### config.mk
export PLATFORM = sky130hd
export DESIGN_NAME = sprite_rom_arbiter
export DESIGN_NICKNAME = d
export VERILOG_FILES = /design/src/rtl/sprite_rom_arbiter.sv
export SDC_FILE = /design/constraint.sdc
export NUM_CORES = 1
export LEC_CHECK = 0
export CAP_MARGIN = 20
export CORE_AREA = 10 10 74 92
export DETAILED_ROUTE_END_ITERATION = 10
export DIE_AREA = 0 0 84 102
export PLACE_DENSITY = 0.89
export SYNTH_ARGS = -nofsm -noshare
export SYNTH_HDL_FRONTEND = slang
export SYNTH_SLANG_ARGS = --single-unit
### constraint.sdc
create_clock -name Clk -period 4.8 [get_ports Clk]
set_input_delay 0.96 -clock Clk [delete_from_list [all_inputs] [get_ports Clk]]
set_output_delay 0.96 -clock Clk [all_outputs]
set_load 0.005 [all_outputs]
### src/rtl/sprite_rom_arbiter.sv
// sprite_rom_arbiter
// Round-robin arbiter that shares one single-port sprite ROM among N asteroid
// slots. It can issue one read per cycle, and each read is issued
// combinationally in the cycle it is granted. A LAT-deep tag pipeline tracks
// which slot owns each returning palette index. rom_data is captured on the
// edge that ends cycle grant+LAT-1, so rd_valid and rd_data appear together
// LAT cycles after the grant. While vs is low (blanking) the FSM sits in
// FLUSH: it issues no new reads, lets in-flight reads drain, and parks the
// round-robin pointer at slot 0.
module sprite_rom_arbiter #(
  parameter int N      = 4,
  parameter int ADDR_W = 19,
  parameter int LAT    = 1
) (
  input  logic                     Clk,
  input  logic                     Reset,
  input  logic                     vs,
  input  logic [N-1:0]             req,
  input  logic [N-1:0][ADDR_W-1:0] req_addr,
  output logic [N-1:0]             grant,
  output logic [ADDR_W-1:0]        rom_addr,
  output logic                     rom_rd,
  input  logic [3:0]               rom_data,
  output logic [N-1:0]             rd_valid,
  output logic [3:0]               rd_data,
  output logic                     busy
);

  localparam int IDX_W = (N > 1) ? $clog2(N) : 1;

  typedef enum logic {
    RUN   = 1'b0,
    FLUSH = 1'b1
  } state_t;

  typedef struct packed {
    logic             valid;
    logic [IDX_W-1:0] idx;
  } tag_t;

  state_t            state, state_nxt;
  logic [IDX_W-1:0]  ptr, ptr_nxt;
  logic              issue_ok;
  logic              gnt_any;
  logic [IDX_W-1:0]  gnt_idx;
  logic [IDX_W-1:0]  cand;
  logic [ADDR_W-1:0] addr_q;
  tag_t [LAT-1:0]    tag_q;
  logic              in_flight;
  logic              cap_valid;

  // Grants are only issued in RUN with vs high; Reset also suppresses them.
  // Gating on vs means a low vs stops new reads in the cycle it appears.
  assign issue_ok = (state == RUN) && vs && !Reset;

  // Round-robin search: start at ptr and take the first active requester.
  always_comb begin
    // NOTE: every variable gets a default before any branch, so no path
    // leaves it unassigned and no latch is inferred.
    gnt_any = 1'b0;
    gnt_idx = '0;
    cand    = '0;
    if (issue_ok) begin
      for (int i = 0; i < N; i++) begin
        cand = IDX_W'((int'(ptr) + i) % N);
        if (!gnt_any && req[cand]) begin
          gnt_any = 1'b1;
          gnt_idx = cand;
        end
      end
    end
  end

  // Next state and next pointer. FLUSH parks ptr at 0 until blanking ends.
  always_comb begin
    state_nxt = state;
    ptr_nxt   = ptr;
    unique case (state)
      RUN: begin
        if (!vs) state_nxt = FLUSH;
        if (gnt_any) ptr_nxt = (gnt_idx == IDX_W'(N - 1)) ? '0 : gnt_idx + IDX_W'(1);
      end
      FLUSH: begin
        ptr_nxt = '0;
        if (vs && !in_flight) state_nxt = RUN;
      end
      default: state_nxt = RUN;
    endcase
  end

  // State register and round-robin pointer; Reset has priority over vs/req.
  always_ff @(posedge Clk) begin
    // NOTE: sequential state uses non-blocking assignments, so every flop
    // samples the values from before the edge regardless of statement order.
    if (Reset) begin
      state <= RUN;
      ptr   <= '0;
    end else begin
      state <= state_nxt;
      ptr   <= ptr_nxt;
    end
  end

  // Any stage holding a valid tag means a read is still in flight.
  always_comb begin
    in_flight = 1'b0;
    for (int i = 0; i < LAT; i++) in_flight = in_flight | tag_q[i].valid;
  end

  // rom_data is captured one stage before the tag reaches the output.
  if (LAT == 1) begin : g_cap_direct
    assign cap_valid = gnt_any;
  end else begin : g_cap_tag
    assign cap_valid = tag_q[LAT-2].valid;
  end

  // Address hold register, tag pipeline and returned-data register. On
  // Reset every tag is cleared, so reads still in flight never report back.
  always_ff @(posedge Clk) begin
    if (Reset) begin
      addr_q  <= '0;
      tag_q   <= '0;
      rd_data <= '0;
    end else begin
      if (gnt_any) addr_q <= req_addr[gnt_idx];
      tag_q[0] <= tag_t'{valid: gnt_any, idx: gnt_idx};
      for (int i = 1; i < LAT; i++) tag_q[i] <= tag_q[i-1];
      if (cap_valid) rd_data <= rom_data;
    end
  end

  // Decode the grant and the last tag stage into one-hot strobes.
  always_comb begin
    grant    = '0;
    rd_valid = '0;
    for (int k = 0; k < N; k++) begin
      grant[k]    = gnt_any && (gnt_idx == IDX_W'(k));
      rd_valid[k] = tag_q[LAT-1].valid && (tag_q[LAT-1].idx == IDX_W'(k));
    end
  end

  assign rom_rd   = gnt_any;
  assign rom_addr = gnt_any ? req_addr[gnt_idx] : addr_q;
  assign busy     = (state == FLUSH) || in_flight;

endmodule

# After elaboration in Yosys (flattened, before gate mapping)
# Index checks and enable logic that the tools add are counted.
# op_classes
addsub	4
n_lt_le_gt_ge	5
n_eq_ne	7
muxes	30
n_bitwise	1
n_reduce_logical	22
# op_table
cell	count
$bmux 19 s2	1
$mux 19	2
$lt 2x3->1 const B	5
$logic_and 1x1->1	14
$mux 1	14
$mux 2	7
$bmux 1 s2	4
$eq 2x2->1 const B	4
$logic_not 1->1	5
$add 2x1->2 const B	2
$add 2x2->2 const B	2
$eq 2x1->1 const B	2
$logic_not 2->1	2
$pmux 2 s2	1
$ne 2x2->1 const B	1
$pmux 1 s2	1
$logic_or 1x1->1	1
$not 1->1	1
# totals
regBits	29
input_bits	87

# Depth between registers and ports, before layout
# logic_depth
depth_word	20
ltp_mapped	10
ltp_nobuf	8

# Worst setup path before layout
# No wires, ideal clock.
# synth_timing
path_type	input port to output port
startpoint	input req[0]
endpoint	output rom_addr[13]
arrival_ps	2227
path_slack_ps	1613
cell_stages	6
path_buffers	1
path_cell_list	or4_4 nand2_2 a21oi_2 buf_6 a222oi_1 o31ai_1
# synth_between
elab_chain_cells	19
word_cells_on_any_way	30
cone_classes	mux: 24; reduce/logical: 6
# synth_rtl
item	line	source
start, declared	18	input logic [N-1:0] req,
$bmux 1 s2	66	if (!gnt_any && req[cand]) begin
$mux 1 (not written as such)	66	
$mux 1	66	
$mux 1	63	if (issue_ok) begin
$logic_not 1->1	66	
$logic_and 1x1->1	66	
$mux 1	66	
$mux 1	63	
(+3 left out)	-	
$mux 1	63	
$logic_not 1->1	66	
$logic_and 1x1->1	66	
$mux 2	66	
$mux 2	63	
$bmux 19 s2	143	assign rom_addr = gnt_any ? req_addr[gnt_idx] : addr_q;
$mux 19 (not written as such)	143	
$mux 19 *	-	
end, declared	21	output logic [ADDR_W-1:0] rom_addr,
# Mark *: on every way between the ends. The rest lies on a longest branch, timed or not. The select of a mux whose other input is x is not followed.

# Final worst setup path
# Same ends and word-level chain as after synthesis.

==> impl_metrics.env <==
export IMPL_run_status="finished, final reports clean"
export IMPL_clk_pin_slew_worst_paths_ps=60
export IMPL_finalWeightedCongestion=0.807
export IMPL_asyncSetResetFlopFracSynth_pct=0
export IMPL_postRouteAntennaNets=0
export IMPL_hold_path_class="reg -> reg"
export IMPL_critPathBufInv=2
export IMPL_critPathMaxFanout=11
export IMPL_drtPass1Iterations=7
export IMPL_design_core_area_mm2=0.00501
export IMPL_antennaDiodeCount=0
export IMPL_fp_dieW_um=84
export IMPL_syn_num_nets=343
export IMPL_post_route_period_util_pct=90.1
export IMPL_leakage_nw=1.27
export IMPL_cts_hold_buf=0
export IMPL_ys_ff_latch=29
export IMPL_drt_vias_per_instance=5.60
export IMPL_post_drt_wl_per_cell_um=17.0
export IMPL_hpwl_um=5930
export IMPL_number_of_antenna_violations_at_the_first_check_in_global_routing=0
export IMPL_drive_above_1_share_pct=6.52
export IMPL_worstPathRequired_ps=3840
export IMPL_grt_pass1_vias=2445
export IMPL_hold_viol_final=0
export IMPL_finalClockSkew_ps=3.99
export IMPL_detail_route_iter0_violations=110
export IMPL_relSlewSlack_pct=60.0
export IMPL_largest_family_of_logic_cells_by_synthesized_area="compound AO/OA/AOI/OAI gates"
export IMPL_switchingPower_w=0.000181
export IMPL_critical_path_startpoint_type="primary input"
export IMPL_synth_top_cell_by_area="sky130_fd_sc_hd__dfxtp_1"
export IMPL_timing_worst_slew_pin_value_ps=600
export IMPL_finalMaxSlewViolations=0
export IMPL_crit_path_end_kind="output pin"
export IMPL_synth_seq_area_share_pct=29.5
export IMPL_detailroute_via_count=2410
export IMPL_yosys_area_share_simple_pct=24.8
export IMPL_clkLatencyLatePin_ps=280
export IMPL_chipHeight_um=102
export IMPL_power_switching_share_pct=26.4
export IMPL_site_row_count=29
export IMPL_port_buffer_count=119
export IMPL_combPwrFrac_pct=33.1
export IMPL_accumulated_negative_setup_slack_ps=0
export IMPL_routed_wirelength_um=7310
export IMPL_critical_path_slowest_cell="sky130_fd_sc_hd__or4_4"
export IMPL_clock_tree_root_cell="sky130_fd_sc_hd__clkbuf_8"
export IMPL_post_route_util_pct=65.7
export IMPL_place_inst=423
export IMPL_yosys_warnings=0
export IMPL_floorplan_initialDensity_pct=39.3
export IMPL_synthDistinctLibCells=40
export IMPL_syn2layout_area_growth_pct=67.2
export IMPL_synth_compound_gate_area_share_pct=33.7
export IMPL_synth_edf_count=0
export IMPL_critical_path_top_delay_family="buffers and inverters"
export IMPL_die_area_mm2=0.00857
export IMPL_stdcell_count=430
export IMPL_num_nets_final=456
export IMPL_synth_area_top_cells="sky130_fd_sc_hd__dfxtp_1 (30%), sky130_fd_sc_hd__and3_1 (7.0%), sky130_fd_sc_hd__a21boi_0 (6.9%), sky130_fd_sc_hd__a222oi_1 (5.1%), sky130_fd_sc_hd__mux2i_1 (5.1%)"
export IMPL_max_freq_ghz=0.231
export IMPL_post_cts_resize_count=0
export IMPL_crit_type="in -> out"
export IMPL_min_period_ps=4320
export IMPL_yosys_most_used_dff="sky130_fd_sc_hd__dfxtp_1"
export IMPL_syn_std_cell_area_mm2=0.00197
export IMPL_rsz0062_at_grt="no"
export IMPL_design_portCount=120
export IMPL_sequential_fraction_of_design_power_pct=38.1
export IMPL_post_synth_adder_cell_area_pct=0.636
export IMPL_tritoncts_num_sinks=29
export IMPL_crit_path_cell_trace="clkdlybuf4s50_1, or4_4, nand2_2, a21oi_2, a222oi_1, o31ai_1, clkdlybuf4s50_1"
export IMPL_drcViolationCount=0
export IMPL_place_worst_setup_slack_ps=481
export IMPL_gr_total_overflow=0
export IMPL_vdd_ir_drop_worst_v=0.000124
export IMPL_clock_tree_buffer_depth=2
export IMPL_grt_start_max_net_pins=39
export IMPL_post_synthesis_cells=255
export IMPL_power_per_cell_area_mw_per_mm2=208
export IMPL_share_clk_of_total_power_pct=28.8
export IMPL_post_route_worst_setup_slack_ps=476
export IMPL_htree_num_levels=2
export IMPL_cell_internal_pwr_w=0.000504
export IMPL_tritoncts_num_buffers=5
export IMPL_drv_cap=0
export IMPL_groute_usage_overall_pct=16.7
export IMPL_worst_path_most_repeated_cell="sky130_fd_sc_hd__clkdlybuf4s50_1"
export IMPL_yosys_mux_area_fraction_pct=5.09
export IMPL_setup_violations_final=0
export IMPL_report_power_total_w=0.000685
export IMPL_grt_pass1_wl_um=12000
export IMPL_synthXorXnorAreaFrac_pct=0
export IMPL_synth_top_cell_area_share_pct=29.5
export IMPL_critical_path_max_stage_delay_ps=590
export IMPL_postSynthAreaPerCell_um2=7.71
export IMPL_cts_tree="yes"
export IMPL_post_cts_setup_repair_bufs=0
export IMPL_crit_arrival_ps=3360
==> cells by family after synthesis <==
family | after synthesis
AND/OR/NAND/NOR | 93
adder cells (fa/ha/maj) | 1
multiplexers | 10
buffers and inverters | 26
AO/OA/AOI/OAI | 96
flip-flops | 29
==> per-stage QoR <==
step | area, um^2 | hold slack, ps
floorplan | 1970 | 453
CTS | 3290 | 460
global route | 3290 | 485
global placement | 3200 | 443
detailed placement | 3200 | 451
finish | 3290 | 457
==> final timing paths <==
kind                                 start  cells past startpoint            to  slack, ps
worst max-delay path                req[0]                      7  rom_addr[13]        480
worst min-delay path            rd_data[0]                      2    rd_data[0]        460
worst max register to register      ptr[1]                      8        ptr[1]       2800
worst min register to register  rd_data[0]                      2    rd_data[0]        460
==> synthesized netlist by cell type, types with 2 or more instances <==
library cell and n:
sky130_fd_sc_hd__mux2i_1 10, sky130_fd_sc_hd__nor2b_1 4, sky130_fd_sc_hd__o31ai_1 9, sky130_fd_sc_hd__nor2_1 16
sky130_fd_sc_hd__a21oi_2 2, sky130_fd_sc_hd__inv_1 5, sky130_fd_sc_hd__buf_2 6, sky130_fd_sc_hd__o21ai_1 12
sky130_fd_sc_hd__buf_4 3, sky130_fd_sc_hd__o22ai_1 10, sky130_fd_sc_hd__a31oi_1 11, sky130_fd_sc_hd__nand3_1 10
sky130_fd_sc_hd__o21ai_0 10, sky130_fd_sc_hd__nand2_1 23, sky130_fd_sc_hd__a222oi_1 10, sky130_fd_sc_hd__a21boi_0 18
sky130_fd_sc_hd__clkbuf_1 9, sky130_fd_sc_hd__or3_1 9, sky130_fd_sc_hd__and3_1 22, sky130_fd_sc_hd__dfxtp_1 29
sky130_fd_sc_hd__nand2_2 2, sky130_fd_sc_hd__a21oi_1 7
==> power groups by stage <==
stage          clock network [W]  logic [W]  registers (W)
2_1_floorplan                  0  0.0000959       0.000264
3_3_place_gp                   0   0.000224       0.000265
3_5_place_dp                   0   0.000228       0.000266
4_1_cts                 0.000206   0.000229       0.000261
5_1_grt                 0.000216   0.000249       0.000262
6_report                0.000197   0.000227       0.000261
==> registers in the layout, indices dropped and copies added (netlist names) <==
| name | count |
|---|---|
| addr_q | 19 |
| in_flight | 1 |
| ptr | 2 |
| rd_data | 4 |
| state | 1 |
| tag_q | 2 |
==> cells in the final DEF (no fill, tap or decap), types with 2 or more instances in the layout <==
cell type / instances
sky130_fd_sc_hd__or3_1: 9
sky130_fd_sc_hd__a31oi_1: 11
sky130_fd_sc_hd__buf_4: 6
sky130_fd_sc_hd__a222oi_1: 10
sky130_fd_sc_hd__a21oi_1: 7
sky130_fd_sc_hd__and3_1: 22
sky130_fd_sc_hd__o22ai_1: 10
sky130_fd_sc_hd__nand3_1: 10
sky130_fd_sc_hd__o31ai_1: 9
sky130_fd_sc_hd__inv_1: 5
sky130_fd_sc_hd__clkbuf_8: 6
sky130_fd_sc_hd__mux2i_1: 10
sky130_fd_sc_hd__clkdlybuf4s50_1: 119
sky130_fd_sc_hd__dfxtp_1: 29
sky130_fd_sc_hd__o21ai_0: 10
sky130_fd_sc_hd__nor2b_1: 4
sky130_fd_sc_hd__a21boi_0: 18
sky130_fd_sc_hd__nor2_1: 16
sky130_fd_sc_hd__nand2_2: 2
sky130_fd_sc_hd__nand2_1: 23
sky130_fd_sc_hd__o21ai_1: 11
sky130_fd_sc_hd__a21oi_2: 2
==> layout make-up <==
type / instances / area (um^2)
Fill cell: 436 / 1720
Multi-Input combinational cell: 200 / 1270
Timing Repair Buffer: 126 / 1260
Sequential cell: 29 / 581
Clock buffer: 7 / 86.3
Tap cell: 62 / 77.6
Inverter: 6 / 22.5
==> worst reg2reg max path: cells and delay by family (launching register included) <==
kind                     cells  cell delay [ps]
AO/OA/AOI/OAI                2              530
flip-flops                   1              470
AND/OR/NAND/NOR              4              420
adder cells (fa/ha/maj)      1              270
buffers and inverters        1              190
==> metal layers <==
metal	up-vias	wire length, um	global-route usage [%]
met3	6	749	7.88
li1	1195	-	-
met4	0	49	3.87
met1	1088	3050	18.3
met2	121	3460	28.8
met5	-	0	0
No activity file was read; power rests on OpenSTA's default activity.
